<file path="src/rtl/instr_encoder_loader.sv">
// Encodes symbolic operation requests into 32-bit instruction words and writes them
// sequentially into instruction memory. Define INSTR_LOADER_NOP_PAD_EN to NOP-pad the rest of memory on finish.
module instr_encoder_loader #(
    parameter int AW        = 6,
    parameter int DEPTH     = 64,
    parameter int BASE_ADDR = 0
) (
    input  logic          clk,
    input  logic          rst_n,
    input  logic          start,
    input  logic          finish,
    input  logic          req_valid,
    output logic          req_ready,
    input  logic [2:0]    req_op,
    input  logic [4:0]    req_rd,
    input  logic [4:0]    req_rs,
    input  logic [4:0]    req_rt,
    input  logic [4:0]    req_shamt,
    input  logic [15:0]   req_imm,
    output logic          imem_we,
    output logic [AW-1:0] imem_addr,
    output logic [31:0]   imem_wdata,
    output logic          busy,
    output logic          full,
    output logic          err,
    output logic [AW:0]   word_count
);

`ifdef INSTR_LOADER_NOP_PAD_EN
    typedef enum logic [2:0] {S_IDLE, S_LOAD, S_FULL, S_ERR, S_PAD} state_t;
`else
    typedef enum logic [2:0] {S_IDLE, S_LOAD, S_FULL, S_ERR} state_t;
`endif

    localparam logic [AW-1:0] LP_BASE  = AW'(BASE_ADDR);
    localparam logic [AW:0]   LP_DEPTH = (AW+1)'(DEPTH);

    state_t          r_state;
    logic [AW-1:0]   r_addr;
    logic [AW-1:0]   r_imem_addr;
    logic [31:0]     r_imem_wdata;
    logic            r_imem_we;
    logic            r_err;
    logic [AW:0]     r_word_count;
    logic            w_accept;
    logic [AW:0]     w_count_inc;

    // Shift ops drop rs; arithmetic/logic ops drop shamt.
    function automatic logic [31:0] f_encode(input logic [2:0]  op,
                                             input logic [4:0]  rd,
                                             input logic [4:0]  rs,
                                             input logic [4:0]  rt,
                                             input logic [4:0]  shamt,
                                             input logic [15:0] imm);
        logic [31:0] w;
        case (op)
            3'd0:    w = {6'b000000, rs, rt, rd, 5'd0, 6'b100100};
            3'd1:    w = {6'b000000, rs, rt, rd, 5'd0, 6'b100101};
            3'd2:    w = {6'b000000, rs, rt, rd, 5'd0, 6'b100000};
            3'd3:    w = {6'b000000, rs, rt, rd, 5'd0, 6'b100010};
            3'd4:    w = {6'b000000, 5'd0, rt, rd, shamt, 6'b000000};
            3'd5:    w = {6'b000000, 5'd0, rt, rd, shamt, 6'b000010};
            3'd6:    w = {6'b111111, 5'd0, rd, imm};
            default: w = 32'd0;
        endcase
        return w;
    endfunction

    assign req_ready   = (r_state == S_LOAD) & ~start & ~finish;
    assign w_accept    = req_valid & req_ready;
    assign w_count_inc = r_word_count + 1'b1;

    assign imem_we    = r_imem_we;
    assign imem_addr  = r_imem_addr;
    assign imem_wdata = r_imem_wdata;
    assign busy       = (r_state != S_IDLE);
    assign full       = (r_word_count == LP_DEPTH);
    assign err        = r_err;
    assign word_count = r_word_count;

    always_ff @(posedge clk or negedge rst_n) begin
        if (!rst_n) begin
            r_state      <= S_IDLE;
            r_addr       <= LP_BASE;
            r_imem_addr  <= LP_BASE;
            r_imem_wdata <= 32'd0;
            r_imem_we    <= 1'b0;
            r_err        <= 1'b0;
            r_word_count <= '0;
        end else begin
            r_imem_we <= 1'b0;
            if (start) begin
                r_state      <= S_LOAD;
                r_addr       <= LP_BASE;
                r_word_count <= '0;
                r_err        <= 1'b0;
            end else begin
                case (r_state)
                    S_IDLE: ;
                    S_LOAD: begin
                        if (finish) begin
`ifdef INSTR_LOADER_NOP_PAD_EN
                            r_state <= S_PAD;
`else
                            r_state <= S_IDLE;
`endif
                        end else if (w_accept) begin
                            if (req_op == 3'd7) begin
                                r_err   <= 1'b1;
                                r_state <= S_ERR;
                            end else begin
                                r_imem_we    <= 1'b1;
                                r_imem_addr  <= r_addr;
                                r_imem_wdata <= f_encode(req_op, req_rd, req_rs, req_rt,
                                                         req_shamt, req_imm);
                                r_addr       <= r_addr + 1'b1;
                                r_word_count <= w_count_inc;
                                if (w_count_inc == LP_DEPTH) r_state <= S_FULL;
                            end
                        end
                    end
                    S_FULL, S_ERR: begin
                        if (finish) r_state <= S_IDLE;
                    end
`ifdef INSTR_LOADER_NOP_PAD_EN
                    // One NOP (all-zero SLL) per cycle until memory is filled.
                    S_PAD: begin
                        r_imem_we    <= 1'b1;
                        r_imem_addr  <= r_addr;
                        r_imem_wdata <= 32'd0;
                        r_addr       <= r_addr + 1'b1;
                        r_word_count <= w_count_inc;
                        if (w_count_inc == LP_DEPTH) r_state <= S_IDLE;
                    end
`endif
                    default: r_state <= S_IDLE;
                endcase
            end
        end
    end

endmodule
</file>
<file path="config.mk">
export PLATFORM = sky130hd
export DESIGN_NAME = instr_encoder_loader
export DESIGN_NICKNAME = d
export VERILOG_FILES = /design/src/rtl/instr_encoder_loader.sv
export SDC_FILE = /design/constraint.sdc
export NUM_CORES = 1
export LEC_CHECK = 0
export CAP_MARGIN = 30
export CORE_ASPECT_RATIO = 0.75
export CORE_MARGIN = 4
export CORE_UTILIZATION = 39
export DETAILED_ROUTE_END_ITERATION = 10
export PLACE_DENSITY_LB_ADDON = 0.08
export SETUP_SLACK_MARGIN = 0.4
export SYNTH_ARGS = -nofsm -noshare
export SYNTH_HDL_FRONTEND = slang
export SYNTH_SLANG_ARGS = --single-unit
export TNS_END_PERCENT = 50
</file>
<file path="constraint.sdc">
create_clock -name clk -period 1.5 [get_ports clk]
set_input_delay 0.15 -clock clk [delete_from_list [all_inputs] [get_ports clk]]
set_output_delay 0.15 -clock clk [all_outputs]
set_load 0.005 [all_outputs]
</file>
=== After elaboration in Yosys (flattened, before gate mapping) ===
Index checks and enable logic that the tools add are counted.

* $add $sub $neg: 2
* Equal/unequal tests: 18
* Mux-type cells: 28
* Bitwise gates (word level): 6
* Reduce and logical (&&, ||, !) cells: 11

{| class="wikitable"
|+ Operators with widths
! kind !! number
|-
| 32-bit one-hot mux with 7 select lines || 1
|-
| 7-bit two-way mux || 5
|-
| 6-bit two-way mux || 5
|-
| 3-bit two-way mux || 6
|-
| 7-bit == test, second input constant || 2
|-
| 3-bit by 2-bit == test with 1-bit output, second input constant || 4
|-
| 3-bit == test, second input constant || 4
|-
| 4-bit AND reduction || 3
|-
| 1-bit two-way mux || 10
|-
| 3-bit one-hot mux with 3 select lines || 1
|-
| 7-bit by 1-bit adder with 7-bit output, second input constant || 1
|-
| 6-bit by 1-bit adder with 6-bit output, second input constant || 1
|-
| 3-bit by 1-bit == test with 1-bit output, second input constant || 2
|-
| 3-bit zero test || 2
|-
| 2-bit inequality test, second input constant || 3
|-
| 2-bit nonzero test || 3
|-
| 5-bit by 3-bit inequality test with 1-bit output, second input constant || 1
|-
| 5-bit AND reduction || 1
|-
| 4-bit inequality test, second input constant || 1
|-
| 1-bit AND || 3
|-
| 3-bit inequality test, second input constant || 1
|-
| 1-bit NOT || 3
|-
| 3-bit nonzero test || 1
|-
| 2-bit OR reduction || 1
|}

* Register bits after elaboration: 56
* Input port bits: 44
* Output and inout bits: 50

=== Longest topological paths before layout ===
Gate-level depths: netlist (run 1).

* Word-level depth: 8
* Depth in mapped cells: 8
* Depth with buffers taken out: 6

=== Least setup slack after synthesis (run 1) ===
OpenSTA, ideal clock, no wires.

* Path type: flip-flop to flip-flop
* Start: reg r_state[1]
* End: reg r_imem_addr[0] (netlist: imem_addr[0])
* Library setup time: 0.127 ns
* Arrival time: 1.531 ns
* Data required time: 1.373 ns
* Path slack: -0.158 ns
* Stages on the path, launching flop included: 7
* Buffers on the path: 1
* Period minus slack after synthesis: 1.658 ns
* Cell sequence: dfrtp_1 > or3_4 > nor2_4 > nand2_2 > clkinv_2 > buf_6 > mux2_1

* Word-level cells in the longest chain between the ends: 5

{| class="wikitable"
|+ RTL lines
! what !! line !! RTL
|-
| start: declaration || 38 || <nowiki>state_t r_state;</nowiki>
|-
| start signal: assignment || 83 || <nowiki>r_state <= S_IDLE;</nowiki>
|-
| start signal: assignment || 93 || <nowiki>r_state <= S_LOAD;</nowiki>
|-
| start signal: assignment || 105 || <nowiki>r_state <= S_IDLE;</nowiki>
|-
| 3-bit by 1-bit == test with 1-bit output * || 69, 98 ||
|-
| 1-bit AND (2 in series) || 69 || <nowiki>assign req_ready = (r_state == S_LOAD) & ~start & ~finish;</nowiki>
|-
| 1-bit AND || 70 || <nowiki>assign w_accept = req_valid & req_ready;</nowiki>
|-
| 5-bit AND reduction (no source line) * || -- ||
|-
| end signal: assignment || 113 || <nowiki>r_imem_addr <= r_addr;</nowiki>
|-
| end: declaration || 40 || <nowiki>logic [AW-1:0] r_imem_addr;</nowiki>
|}

Every way passes the cells marked *; elsewhere a longest branch is shown, timed or not.
A chain may end at the register's enable or synchronous reset.

=== Worst setup path in the final report (run 1) ===
* Start: reg r_state[1]
* End: reg r_imem_wdata[6] (netlist: imem_wdata[6])

* Word-level cells in the longest chain between the ends: 5

{| class="wikitable"
|+ RTL lines
! what !! line !! RTL
|-
| 3-bit by 1-bit == test with 1-bit output * || 69, 98 ||
|-
| 1-bit AND (2 in series) || 69 ||
|-
| 1-bit AND || 70 ||
|-
| 5-bit AND reduction (no source line) * || -- ||
|-
| end signal: assignment || 114 || <nowiki>r_imem_wdata <= f_encode(req_op, req_rd, req_rs, req_rt,</nowiki>
|-
| end: declaration || 41 || <nowiki>logic [31:0] r_imem_wdata;</nowiki>
|}

Marks and branches as above.

==> results of run 1 <==
## layout by cell type (no fill, tap or decap), types with 4 or more instances in the layout
cell / instances
sky130_fd_sc_hd__nand2_1: 9
sky130_fd_sc_hd__mux2_4: 6
sky130_fd_sc_hd__clkdlybuf4s15_1: 7
sky130_fd_sc_hd__nor2_4: 13
sky130_fd_sc_hd__clkbuf_2: 16
sky130_fd_sc_hd__buf_12: 4
sky130_fd_sc_hd__and2_1: 5
sky130_fd_sc_hd__buf_4: 40
sky130_fd_sc_hd__buf_2: 11
sky130_fd_sc_hd__a21oi_1: 5
sky130_fd_sc_hd__o21ai_0: 4
sky130_fd_sc_hd__dlygate4sd2_1: 11
sky130_fd_sc_hd__a22o_1: 4
sky130_fd_sc_hd__buf_6: 34
sky130_fd_sc_hd__nand3_1: 6
sky130_fd_sc_hd__dfrtp_1: 48
sky130_fd_sc_hd__a21oi_2: 16
sky130_fd_sc_hd__a221o_1: 8
sky130_fd_sc_hd__nor2_1: 7
sky130_fd_sc_hd__clkbuf_8: 6
sky130_fd_sc_hd__inv_1: 5
sky130_fd_sc_hd__o22ai_1: 9
sky130_fd_sc_hd__clkdlybuf4s50_1: 40
sky130_fd_sc_hd__a31o_1: 5
## flip-flops by register name, indices dropped and copies added (netlist names)
| signal | count |
|---|---|
| imem_we | 1 |
| word_count | 7 |
| imem_addr | 6 |
| r_addr | 6 |
| imem_wdata | 27 |
| r_state | 2 |
| err | 1 |
## metal layers
metal	wire length, um	part of all wire [%]
met4	57	0.72
met3	440	5.5
met1	3590	45
met5	0	0
met2	3860	49
## power by group through the flow
stage	clock, mW	sequential [mW]	combinational, mW
after floorplan	0	1.67	0.331
after global placement	0	1.66	0.981
after detailed placement	0	1.66	1.00
after CTS	0.880	1.66	1.02
after global routing	0.947	1.71	1.19
final	0.868	1.68	1.10
## layout make-up
class                      instances  area (um2)
timing repair buffer             168        1550
sequential                        50        1250
clock buffer                       6        82.6
timing repair inverter             3        43.8
clock inverter                     2        16.3
inverter                           6        35.0
fill                             399        1410
tap                               78        97.6
multi-input combinational        160        1430
## through the flow
| step | instance area (um2) | power, mW |
|---|---|---|
| after global placement | 3740 | 2.64 |
| after global routing | 4500 | 3.85 |
| final | 4500 | 3.65 |
| after CTS | 4320 | 3.56 |
| after detailed placement | 3740 | 2.66 |
| after floorplan | 2470 | 2.00 |
## cell usage after synthesis (5+ instances only)
| cell type | count | area [um2] |
|---|---|---|
| sky130_fd_sc_hd__dfrtp_1 | 50 | 1250 |
| sky130_fd_sc_hd__a21oi_1 | 20 | 100 |
| sky130_fd_sc_hd__mux2_1 | 6 | 67.6 |
| sky130_fd_sc_hd__buf_4 | 5 | 37.5 |
| sky130_fd_sc_hd__nor2b_1 | 6 | 37.5 |
| sky130_fd_sc_hd__and2_1 | 8 | 50.1 |
| sky130_fd_sc_hd__nand2_1 | 13 | 48.8 |
| sky130_fd_sc_hd__nor2_1 | 19 | 71.3 |
| sky130_fd_sc_hd__o22ai_1 | 10 | 62.6 |
| sky130_fd_sc_hd__inv_1 | 5 | 18.8 |
| sky130_fd_sc_hd__o21ai_0 | 7 | 35.0 |
| sky130_fd_sc_hd__nand3_1 | 6 | 30.0 |
| sky130_fd_sc_hd__buf_2 | 6 | 30.0 |
| sky130_fd_sc_hd__a221o_1 | 8 | 80.1 |
| sky130_fd_sc_hd__a31o_1 | 5 | 43.8 |
## worst register-to-register path: stages, from the launching register on
cell                      delay (ns)
sky130_fd_sc_hd__dfrtp_2        0.45
sky130_fd_sc_hd__or3_4          0.37
sky130_fd_sc_hd__buf_4          0.15
sky130_fd_sc_hd__buf_6          0.12
sky130_fd_sc_hd__nor4_4         0.14
sky130_fd_sc_hd__buf_4          0.17
sky130_fd_sc_hd__and2_4         0.13
sky130_fd_sc_hd__a221o_1        0.10
## final timing paths
| path | end | slack [ns] | depth (start not counted) |
|---|---|---|---|
| min in group clk | r_addr[5] | 0.35 | 3 |
| hold / removal | r_addr[5] | 0.35 | 3 |
| setup / recovery | imem_wdata[6] | -0.17 | 7 |
| hold reg to reg | imem_wdata[1] | 0.51 | 1 |
| max in group asynchronous | word_count[5] | 0.91 | 3 |
| setup reg to reg | imem_wdata[6] | -0.17 | 7 |
## cell families after synthesis
family / after synthesis / synth area share (%)
AOI/OAI and AO/OA: 72 / 20.2
and+or+nand+nor: 76 / 17.0
xor gates and xnor gates: 2 / 0.722
DFF: 50 / 51.6
adders and majority gates: 3 / 1.55
muxes: 7 / 3.20
buffers and inverters: 24 / 5.78
## what timing repair did
action / CTS / global route
pin swaps: 20 / 14
endpoints found under the setup margin: 99 / 87
gates resized for setup: 203 / 76
gates cloned: 4 / 0
hold endpoints to repair: 50 / 0
hold buffers: 1 / 0
buffers inserted: 21 / 4
==> flow_metrics.py, run 1 <==
metrics = {
    "synthesis": {
        "synth_edf_count": 0,
        "synth.ff_latch_count": 50,
        "yosys_most_used_dff": "sky130_fd_sc_hd__dfrtp_1",
        "synth.yosys.seq_area_share_pct": 51.6,
        "syn_inst": 234,
        "synth_nets": 281,
        "synth.distinct_cells": 47,
        "netlist_area_um2": 2430,
        "ys_warn_count": 0,
        "async_reset_ff_share_pct": 100,
        "synth_area_per_cell_um2": 10.4,
    },
    "setup_path": {
        "worst_ep_arrival_time_ns": 1.92,
        "setup.worst_path.start_class": "flip-flop",
        "cp_slowest_cell": "sky130_fd_sc_hd__dfrtp_2",
        "crit_chain": "or3_4, buf_4, buf_6, nor4_4, buf_4, and2_4, a221o_1",
        "path_max_fanout": 5,
        "critical_path_buffers_and_inverters": 3,
        "startpoint": "r_state[1]",
        "cpLargestDelayFamily": "simple AND/OR/NAND/NOR gates",
        "crit_required_ns": 1.75,
        "critical_path_start_end_classification": "flip-flop to flip-flop",
        "cp-end-kind": "flip-flop",
        "timing.critical_path.mode_cell": "sky130_fd_sc_hd__buf_4",
        "timing.rr.start": "r_state[1]",
        "cpPeakStageDelay_ns": 0.45,
    },
    "drt": {
        "postRouteWirelength_um": 7940,
        "routed-via-count": 2463,
        "detail-route-antenna-nets": 0,
        "drt_drc_violations_left": 0,
        "drt-pass1-iter-count": 4,
        "routedWlPerCell_um": 16.8,
        "viasPerCell": 5.21,
        "initialDrtViolationCount": 81,
    },
    "cts": {
        "clock_sink_count": 50,
        "clk_root_buffer_cell": "sky130_fd_sc_hd__clkbuf_8",
        "worst_skew_pair.late_latency_ns": 0.31,
        "cts_htree_levels": 2,
        "cts-root-to-sink-buffers": 2,
        "cts_made_buffers": 5,
        "clkTransAtPathRegs_ns": 0.10,
        "tritoncts": "yes",
    },
    "timing": {
        "final_critical_path_setup_slack_ns": -0.169,
        "maxSlewHeadroom_pct": 78.9,
        "timing.final.hold_violations": 0,
        "final.setup_skew_ns": 0.00761,
        "fmax_mhz": 599,
        "totalNegativeSetupSlack_ns": -3.44,
        "setup_viol": 44,
        "final_hold_slack_ns": 0.350,
        "worst_pin_slew_ns": 0.316,
        "timing.final.max_slew_violations": 0,
        "layout_worst_path_cycle_share_pct": 111,
        "rsz_0062_raised_after_global_routing": "true",
        "finalCriticalPeriod_ns": 1.67,
    },
    "place": {
        "port_buffers": 93,
        "place.detailed.hpwl_um": 5090,
        "place.gp.congestion": 0.837,
        "placed_cells": 435,
        "setup_slack_placement_ns": -0.427,
    },
    "floorplan": {
        "die_x_um": 99.1,
        "core_region_area_um2": 5920,
        "die_area_um2": 7560,
        "initial_cell_density_of_the_core_pct": 41.0,
        "pin_count": 94,
        "die_height_um": 76.3,
        "placement_rows": 24,
    },
    "pwr": {
        "sw_frac_of_total_pct": 29.4,
        "power_leakage_nw": 2.02,
        "power_per_cell_area_nw_per_um2": 811,
        "power_frac_clock_pct": 23.8,
        "seq_power_share_pct": 46.0,
        "irDropWorstVdd_mv": 0.533,
        "power.net_switching_mw": 1.07,
        "power.combinational.fraction_pct": 30.2,
        "cell_internal_pwr_mw": 2.58,
    },
    "cells_and_area": {
        "utilization_after_layout_pct": 76.1,
        "final_layout_size_suffix_gt1_share_pct": 48.9,
        "antenna_cells": 0,
        "area.growth.synth_to_final_pct": 85.6,
        "design.final.nets": 441,
        "final-instance-count-excl-fill": 473,
    },
    "global_route": {
        "grt_antenna_before_repair": 0,
        "grt_max_degree": 51,
        "track_usage_pct": 19.7,
        "global_route.usage.met3_pct": 4.76,
        "groute.layer.met1.usage_pct": 26.9,
        "busiest_layer": "met2",
        "grtUsageMet2_pct": 32.2,
        "overflow": 0,
        "wire_length_of_the_first_global_routing_pass_um": 12100,
        "grt_pass1_vias": 2449,
    },
    "status": {
        "failing_checks": "setup timing",
        "outcome": "finished with violations",
    },
    "job": {
        "max-cap-violations": 0,
    },
    "worst_hold_path": {
        "class_of_the_tightest_hold_or_removal_check": "input pin to asynchronous set/reset pin",
    },
}
Power figures use the tool's default switching activity.
==> run 2, diff against run 1 <==
--- a/config.mk
+++ b/config.mk
@@ -9,6 +9,7 @@
 export CORE_ASPECT_RATIO = 0.75
 export CORE_MARGIN = 4
 export CORE_UTILIZATION = 39
+export CTS_CLUSTER_DIAMETER = 30
 export DETAILED_ROUTE_END_ITERATION = 10
 export PLACE_DENSITY_LB_ADDON = 0.08
 export SETUP_SLACK_MARGIN = 0.4
==> results of run 2 <==
Final layout, timing and power as in run 1 (identical DEF).
==> run 3, diff against run 2 <==
--- a/config.mk
+++ b/config.mk
@@ -11,7 +11,7 @@
 export CORE_UTILIZATION = 39
 export CTS_CLUSTER_DIAMETER = 30
 export DETAILED_ROUTE_END_ITERATION = 10
-export PLACE_DENSITY_LB_ADDON = 0.08
+export PLACE_DENSITY = 0.76
 export SETUP_SLACK_MARGIN = 0.4
 export SYNTH_ARGS = -nofsm -noshare
 export SYNTH_HDL_FRONTEND = slang
==> run 3 against run 2 <==
  * The flow still finishes with violations (setup timing)
  * Wire length up 6.2%
  * Critical endpoint is now imem_wdata[9]
  * Hold slack better by 0.017 ns
  * Clock skew down 0.0012 ns
  * Critical path depth down 2
  * First-iteration DRC count up 69%
  * Register-to-register slack worse by 0.03 ns
  * Global-route usage up 1.3 points
  * Clock power down 3.3%
  * Core utilization down 0.87 points
  * Highest routed layer unchanged
  * Clock-buffer cell count unchanged
  * Largest power group unchanged
==> flow_metrics.py, run 3 (synthesis gave the netlist of run 1 again) <==
metrics = {
    "floorplan": {
        "die_x_um": 99.1,
        "die_height_um": 76.3,
        "die_area_um2": 7560,
        "placement_rows": 24,
        "initial_cell_density_of_the_core_pct": 41.0,
        "core_region_area_um2": 5920,
        "pin_count": 94,
    },
    "timing": {
        "finalCriticalPeriod_ns": 1.70,
        "fmax_mhz": 589,
        "rsz_0062_raised_after_global_routing": "true",
        "layout_worst_path_cycle_share_pct": 113,
        "totalNegativeSetupSlack_ns": -5.15,
        "final_critical_path_setup_slack_ns": -0.198,
        "maxSlewHeadroom_pct": 79.1,
        "final_hold_slack_ns": 0.367,
        "setup_viol": 49,
        "timing.final.max_slew_violations": 0,
        "worst_pin_slew_ns": 0.311,
        "final.setup_skew_ns": 0.00645,
        "timing.final.hold_violations": 0,
    },
    "drt": {
        "dr_wl_met3_um": 608,
        "routed-via-count": 2530,
        "drt_drc_violations_left": 0,
        "wl_met2_um": 4150,
        "postRouteWirelength_um": 8430,
        "routedWlPerCell_um": 17.9,
        "route.layer.met1.wl_um": 3610,
        "topRoutingLayerUsed": "met4",
        "initialDrtViolationCount": 137,
        "drt-pass1-iter-count": 4,
        "detail-route-antenna-nets": 0,
        "viasPerCell": 5.37,
    },
    "pwr": {
        "sw_frac_of_total_pct": 29.6,
        "seq_power_share_pct": 46.4,
        "power_frac_clock_pct": 23.1,
        "power_leakage_nw": 2.01,
        "report.power.total_mw": 3.64,
        "irDropWorstVdd_mv": 0.770,
        "power_per_cell_area_nw_per_um2": 817,
        "power.combinational.fraction_pct": 30.5,
        "cell_internal_pwr_mw": 2.56,
        "power.net_switching_mw": 1.08,
    },
    "place": {
        "dpl-instance-area_um2": 3680,
        "setup_slack_placement_ns": -0.427,
        "place.gp.congestion": 0.867,
        "place.detailed.hpwl_um": 5110,
        "port_buffers": 93,
        "placed_cells": 428,
    },
    "cells_and_area": {
        "final_layout_size_suffix_gt1_share_pct": 44.3,
        "area.growth.synth_to_final_pct": 83.4,
        "layout_common_cells": "47 x sky130_fd_sc_hd__dfrtp_1, 40 x sky130_fd_sc_hd__clkdlybuf4s50_1, 39 x sky130_fd_sc_hd__buf_6",
        "final_area_um2": 4450,
        "final_common_cell": "sky130_fd_sc_hd__dfrtp_1",
        "utilization_after_layout_pct": 75.2,
        "largest_register_ffs": 27,
        "design.final.nets": 439,
        "antenna_cells": 0,
        "final-instance-count-excl-fill": 471,
    },
    "global_route": {
        "grt_pass1_vias": 2569,
        "wire_length_of_the_first_global_routing_pass_um": 12900,
        "track_usage_pct": 21.0,
        "grt_antenna_before_repair": 0,
        "grt_max_degree": 51,
        "overflow": 0,
    },
    "setup_path": {
        "crit_required_ns": 1.69,
        "setup.worst_path.start_class": "flip-flop",
        "cp_slowest_cell": "sky130_fd_sc_hd__dfrtp_2",
        "ff2ff_setup_slack_ns": -0.20,
        "worst_ep_arrival_time_ns": 1.89,
        "crit_chain": "or3_4, nor2_4, nand2_8, buf_6, a221o_1",
        "cpLargestDelayFamily": "simple AND/OR/NAND/NOR gates",
        "cpPeakStageDelay_ns": 0.42,
        "path_max_fanout": 7,
        "critical_path_start_end_classification": "flip-flop to flip-flop",
        "critical_path_buffers_and_inverters": 1,
        "cp-end-kind": "flip-flop",
    },
    "cts": {
        "tritoncts": "yes",
        "cts_made_buffers": 5,
        "cts-root-to-sink-buffers": 2,
        "worst_skew_pair.late_latency_ns": 0.30,
        "cts_htree_levels": 2,
        "clock_sink_count": 50,
        "clk_root_buffer_cell": "sky130_fd_sc_hd__clkbuf_8",
        "clkTransAtPathRegs_ns": 0.10,
    },
    "worst_hold_path": {
        "class_of_the_tightest_hold_or_removal_check": "input pin to asynchronous set/reset pin",
    },
    "job": {
        "max-cap-violations": 0,
    },
    "status": {
        "outcome": "finished with violations",
        "failing_checks": "setup timing",
    },
}
-- run 3: cell types whose count changed in the layout (fill, tap and decap cells not counted), sizes merged --
cell,before,now
clkinv,3,5
clkdlybuf4s15,7,16
buf,93,88
dlygate4sd2,11,8
clkbuf,22,19
inv,7,5
-- run 3: final timing paths --
kind                          startpoint             end  depth (start not counted)
max                           r_state[1]   imem_wdata[9]                          5
min                                rst_n    imem_addr[3]                          3
max reg2reg                   r_state[1]   imem_wdata[9]                          5
min reg2reg                imem_wdata[1]   imem_wdata[1]                          1
max in group asynchronous          rst_n  imem_wdata[30]                          3
min in group clk              req_imm[4]   imem_wdata[4]                          2
-- run 3: routing by layer --
metal	global-route usage (%)	vias to the layer above
met5	0	-
li1	-	1169
met4	3.27	0
met2	35.5	97
met3	5.76	9
met1	27.4	1255
-- run 3: cell type report --
| type | count | area, um2 |
|---|---|---|
| clock inverter | 2 | 12.5 |
| clock buffer | 6 | 82.6 |
| fill | 383 | 1470 |
| multi-input combinational | 160 | 1360 |
| sequential | 50 | 1250 |
| tap | 78 | 97.6 |
| inverter | 6 | 35.0 |
| timing repair buffer | 166 | 1570 |
| timing repair inverter | 3 | 41.3 |
-- run 3: repair_timing --
action,4_1_cts,5_1_grt
pin swaps,30,14
gates cloned,4,0
hold buffers,1,0
hold endpoints to repair,50,0
setup endpoints to repair,99,82
setup buffers,25,5
resized for setup,193,67
-- run 3: power by group through the flow --
stage	clock network, mW	logic (mW)	registers (mW)
after floorplan	0	0.331	1.67
after global placement	0	0.959	1.67
after detailed placement	0	0.984	1.66
after CTS	0.848	1.03	1.65
after global routing	0.920	1.20	1.71
final	0.839	1.11	1.69
-- run 3: worst register-to-register path: cells and delay by family (launching register included) --
| family | cells | cell delay [ns] |
|---|---|---|
| AND/OR/NAND/NOR | 3 | 0.69 |
| flip-flops | 1 | 0.42 |
| AO/OA/AOI/OAI | 1 | 0.31 |
| buffers and inverters | 1 | 0.16 |
